<file path="src/rtl/mcp3008_reader_pkg.sv">
// mcp3008_pkg: state encoding, SPI frame constants and the accel mapping
// shared by the MCP3008 reader and its sub-blocks.
package mcp3008_pkg;

   typedef enum logic [2:0] {
      IDLE,
      CMD,
      SKIP,
      DATA,
      GAP
   } state_t;

   // Rising SCLK edges per frame section
   localparam int CMD_BITS    = 5;   // start, sgl/diff, d2, d1, d0
   localparam int SKIP_BITS   = 2;   // sample period + null bit
   localparam int DATA_BITS   = 10;  // B9..B0
   localparam int FRAME_EDGES = CMD_BITS + SKIP_BITS + DATA_BITS;

   // Edge counter must also hold FRAME_EDGES+1 (the "sample already issued" mark)
   localparam int EDGE_W = 5;

   // Working width of the mapper; wide enough that (1023-lo)*255 never wraps
   localparam int MAP_W = 18;

   // Clamped linear map of a raw conversion to an accel value.
   // raw <= lo gives 0, otherwise min((raw - lo) * gain, max_val).
   function automatic logic [DATA_BITS-1:0] map_accel(
      input logic [DATA_BITS-1:0] raw,
      input logic [DATA_BITS-1:0] lo,
      input logic [7:0]           gain,
      input logic [DATA_BITS-1:0] max_val
   );
      logic [MAP_W-1:0]     diff;
      logic [MAP_W-1:0]     prod;
      logic [DATA_BITS-1:0] res;
      // diff wraps when raw <= lo, but that branch never uses it
      diff = MAP_W'(raw) - MAP_W'(lo);
      prod = diff * MAP_W'(gain);
      if (raw <= lo) begin
         res = '0;
      end else if (prod > MAP_W'(max_val)) begin
         res = max_val;
      end else begin
         res = prod[DATA_BITS-1:0];
      end
      return res;
   endfunction

endpackage

</file>
<file path="src/rtl/mcp3008_reader_spi_tick_gen.sv">
// spi_tick_gen: produces one tick every HALF_DIV clk cycles while run is high.
// The count is held at zero whenever run is low, so the first tick of a run
// always lands exactly HALF_DIV cycles after run rises.
module spi_tick_gen #(
   parameter int HALF_DIV = 14
) (
   input  logic clk,
   input  logic rst,
   input  logic run,
   output logic tick
);

   localparam int            CW   = $clog2(HALF_DIV);
   localparam logic [CW-1:0] LAST = CW'(HALF_DIV - 1);

   logic [CW-1:0] cnt_q;
   logic [CW-1:0] cnt_d;

   // Next count: wrap at LAST while running, forced to zero when stopped
   always_comb begin
      cnt_d = '0;
      if (run) begin
         cnt_d = (cnt_q == LAST) ? '0 : cnt_q + CW'(1);
      end
   end

   // Divider count register
   always_ff @(posedge clk or posedge rst) begin
      if (rst) begin
         cnt_q <= '0;
      end else begin
         cnt_q <= cnt_d;
      end
   end

   // Tick on the last count of each SCLK half-period
   assign tick = run && (cnt_q == LAST);

endmodule

</file>
<file path="src/rtl/mcp3008_reader.sv">
// mcp3008_reader: SPI master that runs continuous MCP3008 conversion frames on
// a selected channel, captures each 10-bit result and maps it to a clamped,
// scaled accel value for the PWM duty stage. All outputs come from flops.
module mcp3008_reader
   import mcp3008_pkg::*;
#(
   parameter int HALF_DIV   = 14,
   parameter int GAP_CYCLES = 27,
   parameter int ACC_LO     = 280,
   parameter int ACC_GAIN   = 2,
   parameter int ACC_MAX    = 1000
) (
   input  logic                 clk,
   input  logic                 rst,
   input  logic                 enable,
   input  logic [2:0]           channel,
   input  logic                 single_ended,
   output logic                 adc_sclk,
   output logic                 adc_cs_n,
   output logic                 adc_din,
   input  logic                 adc_dout,
   output logic                 busy,
   output logic                 sample_valid,
   output logic [DATA_BITS-1:0] sample_data,
   output logic [2:0]           sample_channel,
   output logic [DATA_BITS-1:0] accel
);

   localparam int GW = (GAP_CYCLES > 1) ? $clog2(GAP_CYCLES) : 1;

   localparam logic [GW-1:0]     GAP_LAST  = GW'(GAP_CYCLES - 1);
   localparam logic [EDGE_W-1:0] CMD_LAST  = EDGE_W'(CMD_BITS - 1);
   localparam logic [EDGE_W-1:0] SKIP_LAST = EDGE_W'(CMD_BITS + SKIP_BITS - 1);
   localparam logic [EDGE_W-1:0] ALL_RISEN = EDGE_W'(FRAME_EDGES);
   localparam logic [EDGE_W-1:0] SAMPLED   = EDGE_W'(FRAME_EDGES + 1);

   // FSM and frame bookkeeping
   state_t                state_q, state_d;
   logic [GW-1:0]         gap_cnt_q, gap_cnt_d;
   logic [EDGE_W-1:0]     edge_cnt_q, edge_cnt_d;

   // SPI shift registers and frame-latched configuration
   logic [CMD_BITS-1:0]   cmd_q, cmd_d;
   logic [DATA_BITS-1:0]  rx_q, rx_d;
   logic [2:0]            ch_q, ch_d;

   // Registered outputs
   logic                  sclk_q, sclk_d;
   logic                  cs_n_q, cs_n_d;
   logic                  busy_q, busy_d;
   logic                  valid_q, valid_d;
   logic [DATA_BITS-1:0]  data_q, data_d;
   logic [2:0]            sch_q, sch_d;
   logic [DATA_BITS-1:0]  accel_q, accel_d;

   // Decoded frame events
   logic run;
   logic tick;
   logic rise;
   logic fall;
   logic gap_done;
   logic frame_start;
   logic frame_end;
   logic sample_now;

   // SCLK half-period timer runs only while chip select is asserted
   assign run = (state_q == CMD) || (state_q == SKIP) || (state_q == DATA);

   spi_tick_gen #(
      .HALF_DIV (HALF_DIV)
   ) u_tick (
      .clk  (clk),
      .rst  (rst),
      .run  (run),
      .tick (tick)
   );

   assign rise        = tick && !sclk_q;
   assign fall        = tick &&  sclk_q;
   assign gap_done    = (state_q == GAP) && (gap_cnt_q == GAP_LAST);
   assign frame_start = enable && ((state_q == IDLE) || gap_done);
   // Final falling edge comes only after the sample has been issued
   assign frame_end   = fall && (state_q == DATA) && (edge_cnt_q == SAMPLED);
   // One cycle after the last rising edge, publish the captured word
   assign sample_now  = (state_q == DATA) && (edge_cnt_q == ALL_RISEN);

   // State register
   always_ff @(posedge clk or posedge rst) begin
      if (rst) begin
         state_q <= IDLE;
      end else begin
         state_q <= state_d;
      end
   end

   // Next-state logic: section boundaries are counted in rising SCLK edges
   always_comb begin
      state_d = state_q;
      unique case (state_q)
         IDLE: begin
            if (frame_start) state_d = CMD;
         end
         CMD: begin
            if (rise && (edge_cnt_q == CMD_LAST)) state_d = SKIP;
         end
         SKIP: begin
            if (rise && (edge_cnt_q == SKIP_LAST)) state_d = DATA;
         end
         DATA: begin
            if (frame_end) state_d = GAP;
         end
         GAP: begin
            if (gap_done) state_d = frame_start ? CMD : IDLE;
         end
         default: state_d = IDLE;
      endcase
   end

   // Output and datapath next values for the SPI pins, shifters and sample regs
   always_comb begin
      gap_cnt_d  = '0;
      edge_cnt_d = edge_cnt_q;
      cmd_d      = cmd_q;
      rx_d       = rx_q;
      ch_d       = ch_q;
      sclk_d     = sclk_q;
      cs_n_d     = cs_n_q;
      busy_d     = busy_q;
      valid_d    = 1'b0;
      data_d     = data_q;
      sch_d      = sch_q;
      accel_d    = accel_q;

      if (state_q == GAP) begin
         gap_cnt_d = gap_cnt_q + GW'(1);
      end

      if (frame_start) begin
         // Start bit goes on din together with the cs_n fall
         cs_n_d     = 1'b0;
         busy_d     = 1'b1;
         sclk_d     = 1'b0;
         edge_cnt_d = '0;
         rx_d       = '0;
         ch_d       = channel;
         cmd_d      = {1'b1, single_ended, channel};
      end else if (run) begin
         if (tick) begin
            sclk_d = ~sclk_q;
         end
         if (rise) begin
            edge_cnt_d = edge_cnt_q + EDGE_W'(1);
            if (state_q == DATA) begin
               rx_d = {rx_q[DATA_BITS-2:0], adc_dout};
            end
         end
         if (fall) begin
            // Next command bit (zeros once the command is exhausted)
            cmd_d = {cmd_q[CMD_BITS-2:0], 1'b0};
         end
         if (frame_end) begin
            cs_n_d = 1'b1;
            busy_d = 1'b0;
         end
         if (sample_now) begin
            valid_d    = 1'b1;
            edge_cnt_d = SAMPLED;
            data_d     = rx_q;
            sch_d      = ch_q;
            accel_d    = map_accel(rx_q, DATA_BITS'(ACC_LO), 8'(ACC_GAIN),
                                   DATA_BITS'(ACC_MAX));
         end
      end
   end

   // Datapath and output registers; reset aborts any frame in flight
   always_ff @(posedge clk or posedge rst) begin
      if (rst) begin
         gap_cnt_q  <= '0;
         edge_cnt_q <= '0;
         cmd_q      <= '0;
         rx_q       <= '0;
         ch_q       <= '0;
         sclk_q     <= 1'b0;
         cs_n_q     <= 1'b1;
         busy_q     <= 1'b0;
         valid_q    <= 1'b0;
         data_q     <= '0;
         sch_q      <= '0;
         accel_q    <= '0;
      end else begin
         gap_cnt_q  <= gap_cnt_d;
         edge_cnt_q <= edge_cnt_d;
         cmd_q      <= cmd_d;
         rx_q       <= rx_d;
         ch_q       <= ch_d;
         sclk_q     <= sclk_d;
         cs_n_q     <= cs_n_d;
         busy_q     <= busy_d;
         valid_q    <= valid_d;
         data_q     <= data_d;
         sch_q      <= sch_d;
         accel_q    <= accel_d;
      end
   end

   assign adc_sclk       = sclk_q;
   assign adc_cs_n       = cs_n_q;
   assign adc_din        = cmd_q[CMD_BITS-1];
   assign busy           = busy_q;
   assign sample_valid   = valid_q;
   assign sample_data    = data_q;
   assign sample_channel = sch_q;
   assign accel          = accel_q;

endmodule

</file>
<file path="config.mk">
export PLATFORM = sky130hd
export DESIGN_NAME = mcp3008_reader
export DESIGN_NICKNAME = d
export VERILOG_FILES = /design/src/rtl/mcp3008_reader_pkg.sv /design/src/rtl/mcp3008_reader_spi_tick_gen.sv /design/src/rtl/mcp3008_reader.sv
export SDC_FILE = /design/constraint.sdc
export NUM_CORES = 1
export LEC_CHECK = 0
export ABC_AREA = 1
export BUFFER_PORTS_ARGS = -buffer_cell sky130_fd_sc_hd__buf_2
export CAP_MARGIN = 20
export CORE_UTILIZATION = 50
export DETAILED_ROUTE_END_ITERATION = 7
export PLACE_DENSITY = 0.7
export SKIP_CTS_REPAIR_TIMING = 1
export SYNTH_ARGS = -nofsm -noshare
export SYNTH_HDL_FRONTEND = slang
export SYNTH_SLANG_ARGS = --single-unit
</file>
<file path="constraint.sdc">
create_clock -name clk -period 2.3 [get_ports clk]
set_clock_uncertainty 0.1 [all_clocks]
set_input_delay 0.345 -clock clk [delete_from_list [all_inputs] [get_ports clk]]
set_output_delay 0.345 -clock clk [all_outputs]
set_load 0.05 [all_outputs]
</file>
After elaboration in Yosys (flattened, before gate mapping)
Cells that the tools add are included.

cells by class
  divide/modulo/power cells = 0
  multipliers = 0
  $lt $le $gt $ge = 2
  shift operators = 0
  bitwise gates (word level) = 2
  reductions and logical operators = 29
  muxes and demuxes = 35
  equal/unequal tests = 15
  add/subtract/negate cells = 4

operators by type and width
  kind                     count
  $mux W10                 6
  $mux W5                  8
  $gt A18 B10 Y1 const B   1
  $eq A5 B5 Y1 const B     3
  $mux W3                  5
  $pmux W3 S5              1
  $mux W1                  13
  $reduce_bool A2 Y1       6
  $sub A10 B9 Y11 const B  1
  $add A5 B1 Y5 const B    2
  $eq A5 B3 Y1 const B     2
  $le A10 B9 Y1 const B    1
  $logic_and A1 B1 Y1      10
  $mux W4                  2
  $reduce_and A2 Y1        4
  $eq A3 B2 Y1 const B     2
  $ne A2 B2 Y1 const B     3
  $reduce_and A3 Y1        2
  $reduce_and A5 Y1        1
  $add A4 B1 Y4 const B    1
  $eq A4 B4 Y1 const B     1
  $ne A2 B1 Y1 const B     2
  $eq A3 B1 Y1 const B     1
  $eq A3 B3 Y1 const B     1
  5 further kinds          8

storage, ports and cells
  logic and storage cells = 101
  input port bits = 8
  output and inout port bits = 28
  register bits = 62
  memories kept = 0
  latch bits = 0
  ROM bits = 0
  bits in writable memories = 0

Longest topological paths before layout
Gate-level depths: netlist of the first run.

  word-level depth = 10
  mapped depth = 10

Hierarchy
A second synthesis of the first run with hierarchy kept.

unflattened totals
  cell total of the unflattened synthesis = 356
  area, all modules = 3007.9 um^2

by module, submodules not included
  module          instances  area each (um^2)  cells an instance
  mcp3008_reader  1          2807.7            334
  spi_tick_gen    1          200.2             22

Worst setup path before layout of the first run
No wires, ideal clock.

  path type = reg-to-reg
  start point = reg u_tick.cnt_q[1]
  end point = reg state_q[0]
  cell stages (with the launch flop) = 10
  buffers on the path = 0
  setup slack = 0.736 ns
  arrival time = 1.346 ns
  cell sequence = dfrtp_1 -> inv_1 -> ha_1 -> nand3_1 -> nor2_8 -> nand2_2 -> o21ai_2 -> nand3_1 -> nand2_1 -> nand2_1

between the ends
  longest elaborated chain between the ends = 7

RTL lines
  what                                    RTL line                           text
  start: declaration                      mcp3008_reader_spi_tick_gen.sv:16  logic [CW-1:0] cnt_q;
  start signal: assignment                mcp3008_reader_spi_tick_gen.sv:32  cnt_q <= cnt_d;
  $eq A4 B4 Y1 (*)                        mcp3008_reader_spi_tick_gen.sv:37  assign tick = run && (cnt_q == LAST);
  $logic_and A1 B1 Y1 (*)                 mcp3008_reader_spi_tick_gen.sv:37
  $logic_and A1 B1 Y1                     mcp3008_reader.sv:79               assign fall = tick && sclk_q;
  $logic_and A1 B1 Y1 (2 in series)       mcp3008_reader.sv:83               assign frame_end = fall && (state_q == DATA) && (edge_cnt_q == SAMPLED);
  $ne A2 B2 Y1 (no source line)           --
  $reduce_and A5 Y1 (no source line) (*)  --
  end signal: assignment                  mcp3008_reader.sv:92               state_q <= state_d;
  end: declaration                        mcp3008_reader.sv:38               state_t state_q, state_d;

Mark *: on every way between the ends. The rest lies on a longest branch, timed or not.
A chain may end at the register's enable or synchronous reset.

Worst setup path after layout of the first run
  start point = reg gap_cnt_q[0]
  end point = reg rx_q[0]

between the ends
  longest elaborated chain between the ends = 6

RTL lines
  what                                 RTL line               text
  start: declaration                   mcp3008_reader.sv:39   logic [GW-1:0] gap_cnt_q, gap_cnt_d;
  start signal: assignment             mcp3008_reader.sv:192  gap_cnt_q <= gap_cnt_d;
  $eq A5 B5 Y1 (*)                     mcp3008_reader.sv:80   assign gap_done = (state_q == GAP) && (gap_cnt_q == GAP_LAST);
  $logic_and A1 B1 Y1 (*)              mcp3008_reader.sv:80
  $logic_or A1 B1 Y1 (*)               mcp3008_reader.sv:81   assign frame_start = enable && ((state_q == IDLE) || gap_done);
  $logic_and A1 B1 Y1 (*)              mcp3008_reader.sv:81
  $reduce_bool A2 Y1 (no source line)  --
  $reduce_and A3 Y1 (no source line)   --
  end signal: assignment               mcp3008_reader.sv:195  rx_q <= rx_d;
  end: declaration                     mcp3008_reader.sv:44   logic [DATA_BITS-1:0] rx_q, rx_d;

Marked as above.

==> metrics.sh, run 1 <==
TIMING.FINAL.HOLD_VIOLATIONS=0
GRT_UTIL_OVERALL=0.212
WORST-PATH-BUF-INV=3
SWITCHINGPOWER_mW=0.838
CRITICAL_PATH_ARRIVAL_NS=2.05
FIN_WORST_HOLD_SLACK_NS=0.134
BOUNDARYPINS=36
SYNTH.YOSYS.SEQ_AREA_SHARE=0.512
YOSYSTOPAREACELL='dfrtp_1'
FMAXACHIEVABLE_GHz=0.521
POST_SYNTH.CELL_AREA_AVG_UM2=8.97
MAXUSEDROUTINGLAYER='met4'
DIEWIDTH_UM=79.3
FINAL_MIN_PERIOD_OVER_CLOCK_PERIOD=0.834
FINAL_DESIGN_AREA_NO_FILL_UM2=3430
FINAL.SETUP.TNS_NS=0
WL_MET1_UM=2860
GRT_OVERFLOW=0
SYNTH_LARGEST_TYPE_AREA_FRACTION=0.503
CTS.ROOT.BUFFER_CELL='clkbuf_8'
MAPPEDNETLISTNETS=352
DIE_AREA_UM2=6280
DP.FINAL_HPWL_UM=4160
P_LEAK_nW=1.77
SYNTHESIS.YOSYS.WARNINGS=0
TIMING.SETUP.CRITICAL_PATH_CLASS='flop to flop'
SHARE_OF_SYNTHESIZED_FLIP_FLOPS_WITH_AN_ASYNCHRONOUS_SET_OR_RESET=1.00
SYNTHESIS.AREA_UM2=2990
NETLIST-CELL-TYPE-COUNT=32
SLOWEST_STAGE='dfrtp_1'
COUNT_OF_ANTENNA_DIODES_IN_THE_LAYOUT=0
SWITCHING_SHARE=0.307
PATH_CELLS='inv_1 -> ha_1 -> nand4_1 -> nand2_1 -> nand3_1 -> inv_1 -> nor2_1 -> o21ai_1 -> inv_1'
VIAS_PER_CELL=5.04
ROUTED-WL-MET3_UM=251
ANT_NETS=0
GRT_MAX_DEGREE=37
POST-SYNTH-TOP-COUNT-CELL='nand2_1'
POST-ROUTE-WORST-SETUP-SLACK_NS=0.382
FINAL_LAYOUT_SIZE_SUFFIX_GT1_FRAC=0.205
FLOORPLAN.INITIALDENSITY=0.529
DRTPASS1ITERATIONS=4
PLACED_AREA_UM2=3230
WORST-PATH-MAX-FANOUT=9
TIMING.HOLD.WORST.CLASS='input pin to flop'
CTSHTREEMAXLEVEL=3
SYNTH_INSTANCES=333
SLEW_HEADROOM=0.626
AREA_GROW_SYN2LAYOUT_PCT=14.9
YS_FF_LATCH=61
TIGHTEST_SLEW_NS=0.561
CLOCK-SINKS=61
GP_CONGESTION=0.812
ANTENNA_FOUND_INITIAL=0
YOSYS-TOP-CELLS-COUNT='nand2_1, dfrtp_1, inv_1'
DETAILROUTE.WIRELENGTH.MET2_UM=2500
CLOCK_TREE_FROM_TRITONCTS='yes'
POWER.INTERNAL_mW=1.89
NUM_ROWS=27
VIAS=2285
CRIT_FAMILY='simple AND/OR/NAND/NOR gates'
FIRST_PASS_GRT_WIRE_LENGTH_UM=10100
NUMBER_OF_FLOPS_MAPPED_TO_ENABLE_CELLS_BY_YOSYS=0
STATUS='completed'
FINAL_WL_UM=5710
REPORT.FINAL.SLEW_VIOL_COUNT=0
SETUP_VIOLATIONS=0
IR_WORST_VDD_mV=0.495
LAYOUT.CORE_UTILIZATION=0.608
INITIALDRTVIOLATIONCOUNT=141
TIMING.CRITICAL_PATH.REQUIRED_NS=2.43
SHARE_COMB_OF_TOTAL_POWER=0.199
DRC_ERRORS=0
ROUTE.DETAILED.WL_PER_INST_UM=12.6
MAXCAPVIOLATIONS=0
CLK_PIN_SLEW_WORST_PATHS_NS=0.07
P_CLK_FRAC=0.341
CRITPATHMOSTFREQUENTCELL='inv_1'
PLACEMENT.IO_BUFFERS=34
STARTPOINT_TYPE='flop'
POWER_DENSITY_nW_PER_UM2=795
YOSYS-TOP-CELLS-AREA='dfrtp_1, nand2_1, nand3_1, ha_1, inv_1'
POSTSYNTH.TOPFLOPCELL='dfrtp_1'
CRITPATHCAPTURETYPE='flop'
FINALWORSTPATHREQUIREDPERIOD_NS=1.92
CLOCK_INSERTION_DELAY_WORST_SKEW_NS=0.34
REG2REG_SETUP_SLACK_NS=0.38
FIN_NETS=395
SEQ_POWER_SHARE=0.460
CLOCKBUFFERDEPTH=2
CRIT_PATH_LARGEST_CELL_DELAY_NS=0.41
FP.DIEH_UM=79.3
TRITONCTS.NUM_BUFFERS=9
GRT_SETUP_UNREPAIRED='no'
PLACEABLECOREAREA_UM2=5640
VIA_COUNT_OF_THE_FIRST_GLOBAL_ROUTING_PASS=2207
PRECTSSETUPSLACK_NS=0.407
stage by stage:
stage	std cells	total power [mW]
3_5_place_dp	436	1.82
4_1_cts	452	2.75
3_3_place_gp	436	1.80
5_1_grt	453	2.89
2_1_floorplan	333	1.70
6_report	453	2.73
worst paths after layout:
check | start | endpoint | cells past startpoint
setup reg to reg | gap_cnt_q[0] | rx_q[0] | 9
hold reg to reg | gap_cnt_q[0] | gap_cnt_q[0] | 1
hold / removal | single_ended | cmd_q[3] | 3
min in group asynchronous | rst | cmd_q[2] | 3
max in group asynchronous | rst | adc_cs_n | 4
setup / recovery | gap_cnt_q[0] | rx_q[0] | 9
metal layers:
metal  track usage  vias to the layer above
met4        0.0873                        0
met2         0.322                       46
li1              -                     1162
met1         0.277                     1067
met3        0.0713                       10
met5             0                        -
cell families after synthesis:
kind of cell,after synthesis,synth area share
fa+ha+maj,11,0.0461
compound gates,46,0.0926
other cells,1,0.00126
flops,61,0.512
buf+inv,47,0.0742
simple gates,159,0.251
xor+xnor,8,0.0235
tightest hold or removal path: stages:
cell,delay (ns)
buf_2,0.08
nand2_1,0.04
o211ai_1,0.06
cell type report:
cell class | instances | area (um^2)
well taps | 72 | 90.1
multi-input cells | 225 | 1240
fillers | 507 | 2210
inverters | 40 | 150
clock buffers | 11 | 141
flip-flops and latches | 61 | 1530
clock inverters | 5 | 50.0
repair buffers | 39 | 235
cells in the final DEF, fill, tap and decap left out, drive strengths merged:
cell         instances
conb                 1
a21o                 1
o211ai               1
nand3               35
o22ai                4
nand4                9
nor2                29
nand2               85
a31oi                2
o21ai               33
or2                  1
a21oi                5
dfrtp               60
clkbuf              11
bufinv               1
xnor2                2
ha                  11
dlygate4sd3          1
buf                 38
xor2                 6
dfstp                1
clkinv               4
inv                 40
sequential cells by signal, indices dropped and copies added, names as in the netlist, 4 cells and up:
signal / count
accel: 9
cmd_q: 5
edge_cnt_q: 5
u_tick.cnt_q: 4
rx_q: 10
gap_cnt_q: 5
sample_data: 10
power groups by stage:
stage | logic, mW | clock network (mW) | registers (mW)
finish | 0.544 | 0.929 | 1.26
CTS | 0.548 | 0.950 | 1.25
floorplan | 0.441 | 0 | 1.26
global route | 0.617 | 1.00 | 1.27
global placement | 0.533 | 0 | 1.27
detailed placement | 0.548 | 0 | 1.27
Power figures use the tool's default switching activity.
==> run 2: changes to the inputs <==
Settings changed: ABC_AREA 1 to 0.
Clock period 2.3 ns to 1.8 ns, I/O delays scaled along.
==> metrics.sh, run 2 <==
ROUTE.DETAILED.WL_PER_INST_UM=15.5
VIAS=2321
GRT_OVERFLOW=0
PRECTSSETUPSLACK_NS=-0.0482
POSTSYNTH.TOPFLOPCELL='dfrtp_1'
FINALWORSTPATHREQUIREDPERIOD_NS=2.01
GP_CONGESTION=0.894
POWER_DENSITY_nW_PER_UM2=923
DPL.CELL_COUNT=414
IR_WORST_VDD_mV=0.493
CLOCK_TREE_FROM_TRITONCTS='yes'
TIMING.HOLD.WORST.CLASS='input pin to flop'
POST_SYNTH.CELL_AREA_AVG_UM2=10.3
SHARE_OF_SYNTHESIZED_FLIP_FLOPS_WITH_AN_ASYNCHRONOUS_SET_OR_RESET=1.00
DRTPASS1ITERATIONS=5
PLACEABLECOREAREA_UM2=5640
TIMING.FINAL.HOLD_VIOLATIONS=0
FIN_NETS=380
LAYOUT.CELLS.MOST_COMMON='nand2_1'
CLOCK-SINKS=61
FINAL_WL_UM=6770
FINAL_CELL_MIX='nand2_1, dfrtp_1, buf_2, buf_4, nor2_1'
GRT_SETUP_UNREPAIRED='yes'
GRT_MAX_DEGREE=47
SYNTH.YOSYS.SEQ_AREA_SHARE=0.509
COUNT_OF_ANTENNA_DIODES_IN_THE_LAYOUT=0
CRITPATHCAPTURETYPE='flop'
DIEWIDTH_UM=79.5
INITIALDRTVIOLATIONCOUNT=113
P_LEAK_nW=1.93
GRT_UTIL_OVERALL=0.219
STARTPOINT_TYPE='flop'
DRC_ERRORS=0
CLOCK_INSERTION_DELAY_WORST_SKEW_NS=0.35
FINAL.SETUP.TNS_NS=-4.02
SETUP_VIOLATIONS=29
WORST-PATH-MAX-FANOUT=7
ANT_NETS=0
REPORT.FINAL.SLEW_VIOL_COUNT=0
YOSYS-TOP-CELLS-AREA='dfrtp_1, nand2_1, ha_1, mux2i_1, nor2_1'
TIMING.CRITICAL_PATH.REQUIRED_NS=1.94
VIOLATIONS_IN_THE_FINAL_REPORTS='setup timing'
DIE_AREA_UM2=6320
FINAL_LAYOUT_SIZE_SUFFIX_GT1_FRAC=0.404
TRITONCTS.NUM_BUFFERS=9
FINISH.CELL_COUNT_WITHOUT_FILLERS=438
PATH_CELLS='inv_2 -> ha_4 -> nand4b_1 -> a2111oi_4 -> buf_6 -> buf_12 -> clkbuf_16 -> nor2_1'
CTS.ROOT.BUFFER_CELL='clkbuf_8'
FP.DIEH_UM=79.5
CLOCKBUFFERDEPTH=2
MAXCAPVIOLATIONS=0
BOUNDARYPINS=36
POST-ROUTE-WORST-SETUP-SLACK_NS=-0.212
SYNTH_INSTANCES=293
NETLIST-CELL-TYPE-COUNT=49
ANTENNA_FOUND_INITIAL=0
FIRST_PASS_GRT_WIRE_LENGTH_UM=10400
YS_FF_LATCH=61
CTSHTREEMAXLEVEL=3
PLACEMENT.IO_BUFFERS=34
VIA_COUNT_OF_THE_FIRST_GLOBAL_ROUTING_PASS=2155
DP.FINAL_HPWL_UM=4250
YOSYS-TOP-CELLS-COUNT='nand2_1, dfrtp_1, nor2_1'
PLACED_AREA_UM2=3460
SYNTH_LARGEST_TYPE_AREA_FRACTION=0.500
TIMING.SETUP.CRITICAL_PATH_CLASS='flop to flop'
FMAXACHIEVABLE_GHz=0.497
SYNTHESIS.YOSYS.WARNINGS=0
NUMBER_OF_FLOPS_MAPPED_TO_ENABLE_CELLS_BY_YOSYS=0
POST-SYNTH-TOP-COUNT-CELL='nand2_1'
FLOORPLAN.INITIALDENSITY=0.532
FINAL_MIN_PERIOD_OVER_CLOCK_PERIOD=1.12
CRIT_PATH_LARGEST_CELL_DELAY_NS=0.50
LAYOUT.CORE_UTILIZATION=0.721
VIAS_PER_CELL=5.30
SYNTHESIS.AREA_UM2=3000
YOSYSTOPAREACELL='dfrtp_1'
CLK_PIN_SLEW_WORST_PATHS_NS=0.08
CRITICAL_PATH_ARRIVAL_NS=2.16
MAPPEDNETLISTNETS=312
STATUS='finished with violations'
NUM_ROWS=27
SLOWEST_STAGE='a2111oi_4'
FINAL_DESIGN_AREA_NO_FILL_UM2=4070
AREA_GROW_SYN2LAYOUT_PCT=35.4
## run 2: logic make-up after synthesis
kind of cell               count (synthesis)  synth area share
and+or+nand+nor                          127             0.203
DFF                                       61             0.509
AOI/OAI and AO/OA                         37             0.106
buffers and inverters                     28            0.0471
xor gates and xnor gates                  14            0.0408
muxes                                     14            0.0471
adders and majority gates                 11            0.0458
other                                      1           0.00125
## run 2: routing by layer
layer	track usage	wire length (um)	share of wire	vias to the layer above
met3	0.0514	254	0.038	17
met4	0.104	165	0.024	0
met5	0	0	0	-
met1	0.295	3170	0.47	1122
met2	0.332	3180	0.47	65
li1	-	-	-	1117
## run 2: critical path, delay by kind of cell (launching register included)
family	cells	cell delay [ns]
AOI/OAI and AO/OA	1	0.50
adders and majority gates	1	0.11
buffers and inverters	4	0.51
DFF	1	0.40
and+or+nand+nor	2	0.27
## run 2: worst paths after layout
kind                              startpoint         endpoint  slack (ns)  cells past startpoint
worst max-delay path            gap_cnt_q[0]          rx_q[5]       -0.21                      8
worst min-delay path              channel[1]          ch_q[1]        0.04                      3
worst max register to register  gap_cnt_q[0]          rx_q[5]       -0.21                      8
worst min register to register      adc_cs_n         adc_cs_n        0.36                      2
max in group asynchronous                rst          rx_q[4]        0.68                      4
min in group asynchronous                rst  u_tick.cnt_q[0]        0.36                      3
## run 2: layout make-up
type | instances | area [um^2]
multi-input combinational | 204 | 1590
tap | 72 | 90.1
timing repair buffer | 72 | 553
sequential | 61 | 1530
clock buffer | 9 | 124
inverter | 13 | 52.6
clock inverter | 7 | 123
fill | 410 | 1570
## run 2: power by group
group	total [mW]	switching, mW	internal [mW]
logic	0.646	0.347	0.300
registers	1.60	0.133	1.47
clock network	1.51	0.583	0.926
## run 2: stage by stage
step	total power [mW]	hold slack (ns)
3_3_place_gp	2.08	0.177
6_report	3.76	0.0440
2_1_floorplan	1.95	0.282
4_1_cts	3.61	-0.191
3_5_place_dp	2.10	0.179
5_1_grt	3.91	0.0572
==> run 3: changes to the inputs <==
Settings changed: CORE_MARGIN set to 2, PLACE_DENSITY 0.7 to 0.73, SETUP_SLACK_MARGIN set to 0.5.
Clock period 1.8 ns to 1.7 ns, I/O delays scaled along.
==> metrics.sh, run 3 (same netlist as run 2, synthesis figures left out) <==
STATUS='finished with violations'
VIOLATIONS_IN_THE_FINAL_REPORTS='hold timing, setup timing'
FP.DIEH_UM=81.5
FINAL_CELL_MIX='buf_4, dfrtp_1, nand2_1, buf_6, nor2_1'
DRTPASS1ITERATIONS=4
ANTENNA_FOUND_INITIAL=0
SHARE_COMB_OF_TOTAL_POWER=0.212
R2R_DEPTH=6
DPL.CELL_COUNT=437
WORST-PATH-MAX-FANOUT=7
FMAXACHIEVABLE_GHz=0.499
CLOCKBUFFERDEPTH=2
FIN_NETS=414
PLACEABLECOREAREA_UM2=5850
GRT_MAX_DEGREE=43
BOUNDARYPINS=36
GRT_SETUP_UNREPAIRED='yes'
CTS.ROOT.BUFFER_CELL='clkbuf_8'
ANT_NETS=0
FIRST_PASS_GRT_WIRE_LENGTH_UM=10400
FINAL_LAYOUT_SIZE_SUFFIX_GT1_FRAC=0.453
TRITONCTS.NUM_BUFFERS=9
TIMING.CRITICAL_PATH.FROM='rx_q[3]'
GRT_OVERFLOW=0
VIA_COUNT_OF_THE_FIRST_GLOBAL_ROUTING_PASS=2239
P_TOTAL_mW=3.51
SETUP_VIOLATIONS=32
NUM_ROWS=28
TIMING.CRITICAL_PATH.REQUIRED_NS=1.83
POWER.INTERNAL_mW=2.44
REG2REG_TO='accel[9]'
DP.FINAL_HPWL_UM=4480
FF_LATCH_AREA_UM2=1530
IR_WORST_VDD_mV=0.531
TIMING.CRITICAL_PATH.TO='accel[9]'
SWITCHINGPOWER_mW=1.06
RR_STARTPOINT='rx_q[3]'
DIEWIDTH_UM=81.5
REG2REG_SETUP_SLACK_NS=-0.30
FIN_WORST_HOLD_SLACK_NS=-0.177
FINAL_MIN_PERIOD_OVER_CLOCK_PERIOD=1.18
FINISH.CELL_COUNT_WITHOUT_FILLERS=475
ROUTE.DETAILED.WL_PER_INST_UM=15.2
POWER_DENSITY_nW_PER_UM2=798
STARTPOINT_TYPE='flop'
AREA_GROW_SYN2LAYOUT_PCT=46.2
VIAS_PER_CELL=5.10
VIAS=2423
MAXCAPVIOLATIONS=0
GRT_UTIL_OVERALL=0.209
LAYOUT.CELLS.MOST_COMMON='buf_4'
TIMING.SETUP.CRITICAL_PATH_CLASS='flop to flop'
P_LEAK_nW=2.08
GP_CONGESTION=0.872
FILLERINSTANCES=386
SEQ_POWER_SHARE=0.483
CTSHTREEMAXLEVEL=3
CLOCK_INSERTION_DELAY_WORST_SKEW_NS=0.34
INITIALDRTVIOLATIONCOUNT=128
CLOCK_TREE_FROM_TRITONCTS='yes'
PRECTSSETUPSLACK_NS=-0.170
POST-ROUTE-WORST-SETUP-SLACK_NS=-0.304
PLACEMENT.IO_BUFFERS=34
TIMING.HOLD.WORST.CLASS='input pin to asynchronous set/reset pin'
CRITICAL_PATH_ARRIVAL_NS=2.13
TIMING.FINAL.HOLD_VIOLATIONS=19
MULTI_INPUT_COMBINATIONAL_CELL_AREA_UM2=1560
CRITPATHCAPTURETYPE='flop'
CLOCK-SINKS=61
FLOORPLAN.INITIALDENSITY=0.513
COUNT_OF_ANTENNA_DIODES_IN_THE_LAYOUT=0
SWITCHING_SHARE=0.303
FINAL_WL_UM=7230
P_CLK_FRAC=0.305
DRC_ERRORS=0
DIE_AREA_UM2=6640
FINALWORSTPATHREQUIREDPERIOD_NS=2.00
CLK_PIN_SLEW_WORST_PATHS_NS=0.07
REPORT.FINAL.SLEW_VIOL_COUNT=0
-- run 3: cell types whose count changed in the layout (fill, tap and decap cells not counted), sizes merged --
cell / previous run / this run
buf: 70 / 106
bufinv: 3 / 0
clkbuf: 10 / 13
clkinv: 1 / 4
clkinvlp: 3 / 1
inv: 13 / 11
dlygate4sd3: 1 / 0
-- run 3: per-stage QoR --
step	TNS, ns	utilization	instance area (um^2)
6_report	-2.81	0.751	4390
5_1_grt	-6.73	0.751	4390
4_1_cts	-3.26	0.649	3800
3_5_place_dp	-2.86	0.623	3640
3_3_place_gp	-1.56	0.623	3640
2_1_floorplan	-0.452	-	3100
-- run 3: worst max-delay path, cell delays in order, from the launching register on --
cell and delay [ns]:
dfrtp_2 0.48, ha_4 0.23, nor4_2 0.26, mux2i_1 0.11
o32ai_1 0.31, nand2_1 0.13, a32o_1 0.28
-- run 3: worst min path at each step --
stage               slack [ns]  cells past startpoint        endpoint  start
CTS                      -0.17                      2  sample_data[3]    rst
global placement          0.19                      2  sample_data[1]    rst
detailed placement        0.20                      2  sample_data[1]    rst
global route             -0.16                      2         rx_q[0]    rst
finish                   -0.18                      2         rx_q[1]    rst
floorplan                 0.27                      1        accel[1]    rst
-- run 3: area by class of cell --
class                   count  area share
repair buffers            106       0.224
clock buffers              13      0.0316
well taps                  75      0.0214
multi-input cells         204       0.355
clock inverters             3     0.00342
inverters                  13      0.0154
flip-flops and latches     61       0.349
-- run 3: power by group through the flow --
stage	sequential (mW)	combinational, mW	clock, mW
finish	1.69	0.743	1.07
detailed placement	1.69	0.616	0
CTS	1.67	0.619	1.10
floorplan	1.70	0.385	0
global placement	1.68	0.598	0
global route	1.70	0.808	1.18
-- run 3: per-layer routing --
metal | GRT usage | routed length, um | vias to the layer above
met4 | 0.0932 | 78 | 0
met3 | 0.0604 | 274 | 8
met1 | 0.267 | 3150 | 1180
met5 | 0 | 0 | -
li1 | - | - | 1191
met2 | 0.331 | 3730 | 44
